File: config.mk
export PLATFORM = sky130hd
export DESIGN_NAME = serial_adder_n
export DESIGN_NICKNAME = d
export VERILOG_FILES = /design/src/rtl/serial_adder_n.sv
export SDC_FILE = /design/constraint.sdc
export NUM_CORES = 1
export LEC_CHECK = 0
export ABC_AREA = 0
export CAP_MARGIN = 20
export CORE_AREA = 2 2 80 59
export CTS_BUF_LIST = sky130_fd_sc_hd__clkbuf_8
export CTS_CLUSTER_SIZE = 12
export DETAILED_ROUTE_END_ITERATION = 10
export DIE_AREA = 0 0 82 61
export PLACE_DENSITY_LB_ADDON = 0.12
export SLEW_MARGIN = 20
export SYNTH_ARGS = -nofsm -noshare
export SYNTH_HDL_FRONTEND = slang
export SYNTH_SLANG_ARGS = --single-unit
File: constraint.sdc
create_clock -name clk -period 3 [get_ports clk]
set_clock_uncertainty 0.15 [all_clocks]
set_input_delay 0.3 -clock clk [delete_from_list [all_inputs] [get_ports clk]]
set_output_delay 0.3 -clock clk [all_outputs]
set_load 0.01 [all_outputs]
File: src/rtl/serial_adder_n.sv
// Bit-serial N-bit adder: one full-adder cell plus a carry flop, LSB first,
// framed by a start/busy/done handshake.
module serial_adder_n #(
  parameter int unsigned WIDTH = 8
) (
  input  logic             clk,
  input  logic             reset,
  input  logic             start,
  input  logic [WIDTH-1:0] a,
  input  logic [WIDTH-1:0] b,
  input  logic             cin,
  output logic             busy,
  output logic             done,
  output logic [WIDTH-1:0] sum,
  output logic             cout,
  output logic             overflow
);

  localparam int unsigned CW = (WIDTH > 1) ? $clog2(WIDTH) : 1;
  localparam logic [CW-1:0] CNT_LAST = CW'(WIDTH - 1);

  typedef enum logic [1:0] {
    S_IDLE  = 2'd0,
    S_SHIFT = 2'd1,
    S_DONE  = 2'd2
  } state_t;

  state_t           r_state;
  logic [WIDTH-1:0] r_a_sh;
  logic [WIDTH-1:0] r_b_sh;
  logic [WIDTH-1:0] r_sum_sh;
  logic             r_carry;
  logic [CW-1:0]    r_cnt;
  logic             r_busy;
  logic             r_done;
  logic [WIDTH-1:0] r_sum;
  logic             r_cout;
  logic             r_overflow;

  logic             w_s;
  logic             w_c;
  logic [WIDTH-1:0] w_sum_next;

  // Single full-adder cell working on the current LSBs and the carry flop
  assign w_s        = r_a_sh[0] ^ r_b_sh[0] ^ r_carry;
  assign w_c        = (r_a_sh[0] & r_b_sh[0]) | (r_a_sh[0] & r_carry) | (r_b_sh[0] & r_carry);
  assign w_sum_next = {w_s, r_sum_sh[WIDTH-1:1]};

  // Control FSM and datapath; operands are captured only on the accepting edge
  always_ff @(posedge clk or posedge reset) begin
    if (reset) begin
      r_state    <= S_IDLE;
      r_a_sh     <= '0;
      r_b_sh     <= '0;
      r_sum_sh   <= '0;
      r_carry    <= 1'b0;
      r_cnt      <= '0;
      r_busy     <= 1'b0;
      r_done     <= 1'b0;
      r_sum      <= '0;
      r_cout     <= 1'b0;
      r_overflow <= 1'b0;
    end else begin
      case (r_state)
        S_IDLE: begin
          r_done <= 1'b0;
          if (start) begin
            r_a_sh   <= a;
            r_b_sh   <= b;
            r_carry  <= cin;
            r_sum_sh <= '0;
            r_cnt    <= '0;
            r_busy   <= 1'b1;
            r_state  <= S_SHIFT;
          end
        end
        S_SHIFT: begin
          r_sum_sh <= w_sum_next;
          r_a_sh   <= r_a_sh >> 1;
          r_b_sh   <= r_b_sh >> 1;
          r_carry  <= w_c;
          r_cnt    <= r_cnt + CW'(1);
          if (r_cnt == CNT_LAST) begin
            // r_carry here is the carry into the MSB, w_c the carry out of it
            r_sum      <= w_sum_next;
            r_cout     <= w_c;
            r_overflow <= r_carry ^ w_c;
            r_busy     <= 1'b0;
            r_done     <= 1'b1;
            r_state    <= S_DONE;
          end
        end
        S_DONE: begin
          r_done <= 1'b0;
          if (start) begin
            r_a_sh   <= a;
            r_b_sh   <= b;
            r_carry  <= cin;
            r_sum_sh <= '0;
            r_cnt    <= '0;
            r_busy   <= 1'b1;
            r_state  <= S_SHIFT;
          end else begin
            r_state <= S_IDLE;
          end
        end
        default: begin
          r_busy  <= 1'b0;
          r_done  <= 1'b0;
          r_state <= S_IDLE;
        end
      endcase
    end
  end

  assign busy     = r_busy;
  assign done     = r_done;
  assign sum      = r_sum;
  assign cout     = r_cout;
  assign overflow = r_overflow;

endmodule

==> impl_results.md, run 1 <==
* Filler Cell Count at between 300 and 400
* Hold Crit Class: input pin to asynchronous set/reset pin
* Syn Std Cell Area at 1831 sq um
* Die area at about 5000 sq um
* Cell Pwr Density at 1019 nW/um^2
* Crit. End Element: flop
* RSZ-0062 raised after global routing: false
* Min cycle time layout at ~2100 ps
* PortBufs at 31
* Final wirelength at between 3 and 4 mm
* Mapped Cells at ~150
* Initial antenna violation count at 0
* Register bit total from synthesis at just over 40
* Total global routing track utilization at 15.32%
* Worst-Margin Slew at between 700 and 800 ps
* Layout area overhead at 23.65%
* Max Slew Vio Count at 0
* Clock root cell: clkbuf_8
* Finish-stage setup viols at 0
* Worst EP required at between 3000 and 4000 ps
* Clock slew at reported path FFs at about 80 ps
* Non-filler cells, final at between 200 and 250
* Setup bufs post-CTS at 0
* Unique cell type count in the Yosys netlist at 27
* CTS Buf Count at 5
* H-tree Lvls at 2
* CP arrival at around 2100 ps
* Drt wl/cell at roughly 14 um
* DRC errors left at 0
* GRT Max-Usage Layer: met1
* Mapped Nets at between 150 and 200
* Io pins at 32
* Kind of critical path: flop to flop
* Routability cong. at slightly below 0.7
* Row cnt at 20
* Nets at 203
* Fmax achieved at about 0.48 GHz
* ANT nets after route at 0
* YS warnings at 0
* Max VDD drop at about 0.54 mV
* Setup_tns at 0 ps
* Critical Path Fanout Max at 28
* Met2 Track Usage GR at 21.95%
* Clock sink count at about 40
* Lkg Pwr at 1.002 nW
* CTS Hold Bufs at 0
* Global route overflow at 0
* Die Wd at 82 um
* Share of cells above drive strength 1 at ~13%
* Max-cap viol count at 0
* DIE HEIGHT at between 60 and 70 um
* Via density at between 5 and 6
* Largest net degree at the start of global routing at 42
* Startpoint Class: flop
* Final hold vios at 0
* Outcome: complete, no violations
* Met1 usage in global routing at between 20 and 25%
* Global-route wire length before repair at 5.644 mm
* Clock tree from TritonCTS: built
* Worst relative slew slack at 49.39%
* Met3 Use GR at ~4.2%
* Skew-Pair Late Insertion Delay at between 200 and 300 ps
* Sequential fraction of the synthesis area at 56.05%
* Effective utilization at floorplan at 43.54%
* Antenna cell count at 0
* Final period utilization at between 60% and 70%
* Inst Count DP at around 230
* Clock Path Buffers at 2
* Vias in the first global route at between 1000 and 1500
* Core Area at 4204 sq um
* Post-cts sizing count at 0
* Syn avg cell area at 12.04 sq um
* First DRT Iteration DRCs at about 70
* DP HPWL at 2.245 mm
* DR pass1 iterations at 4
* Via count at 1216
[report_power, final]
| group | switching (mW) | internal [mW] | total (mW) |
|---|---|---|---|
| clock network | 0.193 | 0.271 | 0.464 |
| registers | 0.210 | 0.800 | 1.01 |
| logic | 0.348 | 0.483 | 0.831 |
| total | 0.751 | 1.55 | 2.31 |
[layout by cell type, fill, tap and decap left out, drive strengths merged, types with 6 or more instances in the layout]
cell / instances
o22ai: 7
o21ai: 6
a211oi: 6
clkbuf: 6
dfrtp: 41
a22o: 9
a21oi: 13
mux2i: 8
mux2: 11
clkdlybuf4s50: 31
inv: 9
nor2b: 7
[state kept, by name, summed over array words and instances, names as in the netlist]
signal / count
r_carry: 1
r_sum_sh: 7
cout: 1
busy: 1
r_cnt: 3
done: 1
r_b_sh: 8
r_state: 2
overflow: 1
sum: 8
r_a_sh: 8
[metrics by stage]
stage	power, mW	hold slack [ps]	instance area (sq um)	setup slack, ps	utilization, %
after floorplan	1.615	322.5	1831	1273	-
final	2.305	277.9	2263	909.0	53.84
after global routing	2.486	336.9	2263	713.4	53.84
after global placement	1.821	315.2	2143	960.0	50.98
after detailed placement	1.860	325.4	2143	876.9	50.98
after CTS	2.330	300.3	2263	876.1	53.84
[worst paths after layout]
kind	start	to	slack [ps]	cells past startpoint
worst min-delay path	reset	sum[0]$_DFFE_PP0P_	280	3
worst max register to register	r_state[0]$_DFFE_PP0P_	sum[4]$_DFFE_PP0P_	910	2
worst min register to register	busy$_DFFE_PP0P_	busy$_DFFE_PP0P_	340	2
worst max-delay path	r_state[0]$_DFFE_PP0P_	sum[4]$_DFFE_PP0P_	910	2
max in group asynchronous	reset	cout$_DFFE_PP0P_	2060	3
min in group clk	busy$_DFFE_PP0P_	busy$_DFFE_PP0P_	340	2
[per-layer routing]
metal,up-vias,wire [um]
met2,24,1449
met5,-,0
met3,7,126
met1,592,1675
li1,593,-
met4,0,59
[synth_stat cells (all sizes together)]
| master | count | area, sq um |
|---|---|---|
| a211oi | 6 | 45.04 |
| a21oi | 13 | 65.06 |
| a221o | 2 | 20.02 |
| a22o | 9 | 78.83 |
| and2 | 1 | 8.760 |
| and3b | 2 | 17.52 |
| buf | 9 | 68.81 |
| clkbuf | 3 | 12.51 |
| dfrtp | 41 | 1026 |
| fa | 1 | 20.02 |
| ha | 2 | 25.02 |
| inv | 9 | 33.78 |
| mux2 | 11 | 123.9 |
| mux2i | 8 | 80.08 |
| nand2 | 4 | 15.01 |
| nand2b | 3 | 26.27 |
| nand3 | 2 | 10.01 |
| nand3b | 1 | 7.510 |
| nor2 | 3 | 11.26 |
| nor2b | 7 | 43.79 |
| o21ai | 6 | 30.03 |
| o22ai | 7 | 43.79 |
| xnor2 | 2 | 17.52 |
[critical path, cell delays in order, from the launching register on]
cell      delay, ps
dfrtp_1         840
nand3b_1        540
mux2_2          440
[cells by family (layout without fill, tap and decap cells)]
family	after synthesis	count (layout)	synth area share, %
XOR/XNOR	2	2	0.9571
buffers and inverters	21	50	6.288
multiplexers	19	19	11.14
flip-flops	41	41	56.05
AO/OA/AOI/OAI	43	43	15.45
adder cells (fa/ha/maj)	3	3	2.461
AND/OR/NAND/NOR	23	23	7.655
[layout make-up]
type / count / area, sq um / area share, %
clock buffers: 6 / 82.58 / 3.648
clock inverters: 2 / 37.54 / 1.658
inverters: 9 / 33.78 / 1.493
multi-input cells: 90 / 689.4 / 30.46
flip-flops and latches: 41 / 1026 / 45.33
well taps: 55 / 68.82 / 3.040
repair buffers: 33 / 325.3 / 14.37
(Power assumes the default switching activity.)
==> inputs of run 2 (changes only) <==
==> constraint.sdc (replaced) <==
create_clock -name clk -period 2 [get_ports clk]
set_clock_uncertainty 0.15 [all_clocks]
set_input_delay 0.2 -clock clk [delete_from_list [all_inputs] [get_ports clk]]
set_output_delay 0.2 -clock clk [all_outputs]
set_load 0.01 [all_outputs]
==> impl_results.md, run 2 (same netlist as run 1, synthesis figures left out) <==
* Outcome: complete, no violations
* Clock Path Buffers at 2
* Max-cap viol count at 0
* Hold Crit Class: input pin to asynchronous set/reset pin
* Via count at 1244
* Clock sink count at around 40
* Min cycle time layout at between 1500 and 2000 ps
* Initial antenna violation count at 0
* Global-route wire length before repair at a little under 6 mm
* Clock root cell: clkbuf_8
* Core Area at between 4000 and 5000 sq um
* CTS Hold Bufs at 0
* Antenna cell count at 0
* ANT nets after route at 0
* Final hold vios at 0
* Fmax achieved at 0.5554 GHz
* Non-filler cells, final at about 240
* Layout area overhead at 22.76%
* Kind of critical path: flop to flop
* Critical Path Fanout Max at 12
* Clock tree from TritonCTS: built
* Worst-Margin Slew at between 500 and 600 ps
* Post-cts sizing count at 0
* Setup bufs post-CTS at 0
* Worst EP required at about 2000 ps
* CP dominant cell by count: ha_1
* DRC errors left at 0
* Crit. End Element: flop
* Filler Cell Count at about 370
* Via density at between 5 and 6
* Cell area after layout at between 2000 and 2500 sq um
* H-tree Lvls at 2
* DP HPWL at 2.342 mm
* Most common cell after layout, fill and taps aside: dfrtp_1
* Crit-path max cell delay at just over 400 ps
* Clock slew at reported path FFs at roughly 70 ps
* Most frequent cells in the layout: 41 x dfrtp_1, 31 x clkdlybuf4s50_1, 13 x a21oi_1
* Setup_tns at 0 ps
* DIE HEIGHT at just over 60 um
* Cell Pwr Density at approximately 1500 nW/um^2
* First DRT Iteration DRCs at 47
* Share of cells above drive strength 1 at around 14%
* Startpoint Class: flop
* Post-DP Area at approximately 2200 sq um
* DR pass1 iterations at 4
* Lkg Pwr at approximately 1.0 nW
* Io pins at 32
* Die Wd at between 80 and 90 um
* Inst Count DP at between 200 and 250
* Global route overflow at 0
* Nets at around 210
* Routability cong. at 0.7586
* Slowest stage cell, crit path: dfrtp_1
* Fin util at a little over half
* RSZ-0062 raised after global routing: false
* Final wirelength at about 3.3 mm
* Effective utilization at floorplan at between 40 and 50%
* Drt wl/cell at ~14 um
* PortBufs at 31
* Cell Chain, Critical Path: ha_1, ha_1, nand3b_1, buf_4, mux2_2
* Die area at about 5000 sq um
* CTS Buf Count at 5
* Finish-stage setup viols at 0
* Largest net degree at the start of global routing at between 40 and 50
* Skew-Pair Late Insertion Delay at just under 300 ps
* Vias in the first global route at 1219
* Worst relative slew slack at roughly three fifths
* CP arrival at ~1800 ps
* Row cnt at 20
* Final period utilization at 90.03%
* Max VDD drop at 0.5936 mV
* Max Slew Vio Count at 0
* Total global routing track utilization at 15.78%
[run 2: per-layer routing]
metal	wire length [um]	GRT usage (%)	vias up
met3	172	4.911	4
met4	23	5.714	0
met5	0	0	-
li1	-	-	598
met2	1493	22.53	27
met1	1640	22.72	615
[run 2: worst max-delay path: cells and delay by family, from the launching register on]
| kind | cells | cell delay, ps |
|---|---|---|
| mux | 1 | 350 |
| simple gates | 1 | 100 |
| flops | 1 | 410 |
| fa+ha+maj | 2 | 460 |
| buf+inv | 1 | 210 |
[run 2: worst paths after layout]
| kind | startpoint | end | slack, ps | depth (start not counted) |
|---|---|---|---|---|
| min in group clk | sum[2]$_DFFE_PP0P_ | sum[2]$_DFFE_PP0P_ | 350 | 1 |
| setup reg to reg | r_cnt[0]$_DFFE_PP0P_ | sum[6]$_DFFE_PP0P_ | 200 | 5 |
| max in group asynchronous | reset | r_a_sh[1]$_DFFE_PP0P_ | 1160 | 3 |
| hold reg to reg | sum[2]$_DFFE_PP0P_ | sum[2]$_DFFE_PP0P_ | 350 | 1 |
| hold / removal | reset | r_a_sh[7]$_DFFE_PP0P_ | 180 | 3 |
| setup / recovery | r_cnt[0]$_DFFE_PP0P_ | sum[6]$_DFFE_PP0P_ | 200 | 5 |
[run 2: through the flow]
| step | total power [mW] | hold slack [ps] | worst slack [ps] |
|---|---|---|---|
| after floorplan | 2.423 | 230.2 | 273.2 |
| after global placement | 2.764 | 315.2 | 251.6 |
| after detailed placement | 2.826 | 342.4 | 207.5 |
| after CTS | 3.316 | 205.5 | 186.0 |
| after global routing | 3.567 | 228.7 | 85.54 |
| final | 3.281 | 178.9 | 199.4 |
[run 2: area by class of cell]
type	count	area, sq um	share of cell area (%)
Multi-Input combinational cell	90	689.4	30.68
Inverter	9	33.78	1.503
Clock inverter	1	5.005	0.2227
Sequential cell	41	1026	45.66
Timing Repair Buffer	37	355.3	15.81
Tap cell	55	68.82	3.062
Clock buffer	5	68.82	3.062
[run 2: power by group]
group	switching [mW]	internal, mW	leakage [nW]
sequential	0.284	1.20	0.506
clock	0.259	0.229	0.0399
combinational	0.555	0.751	0.458
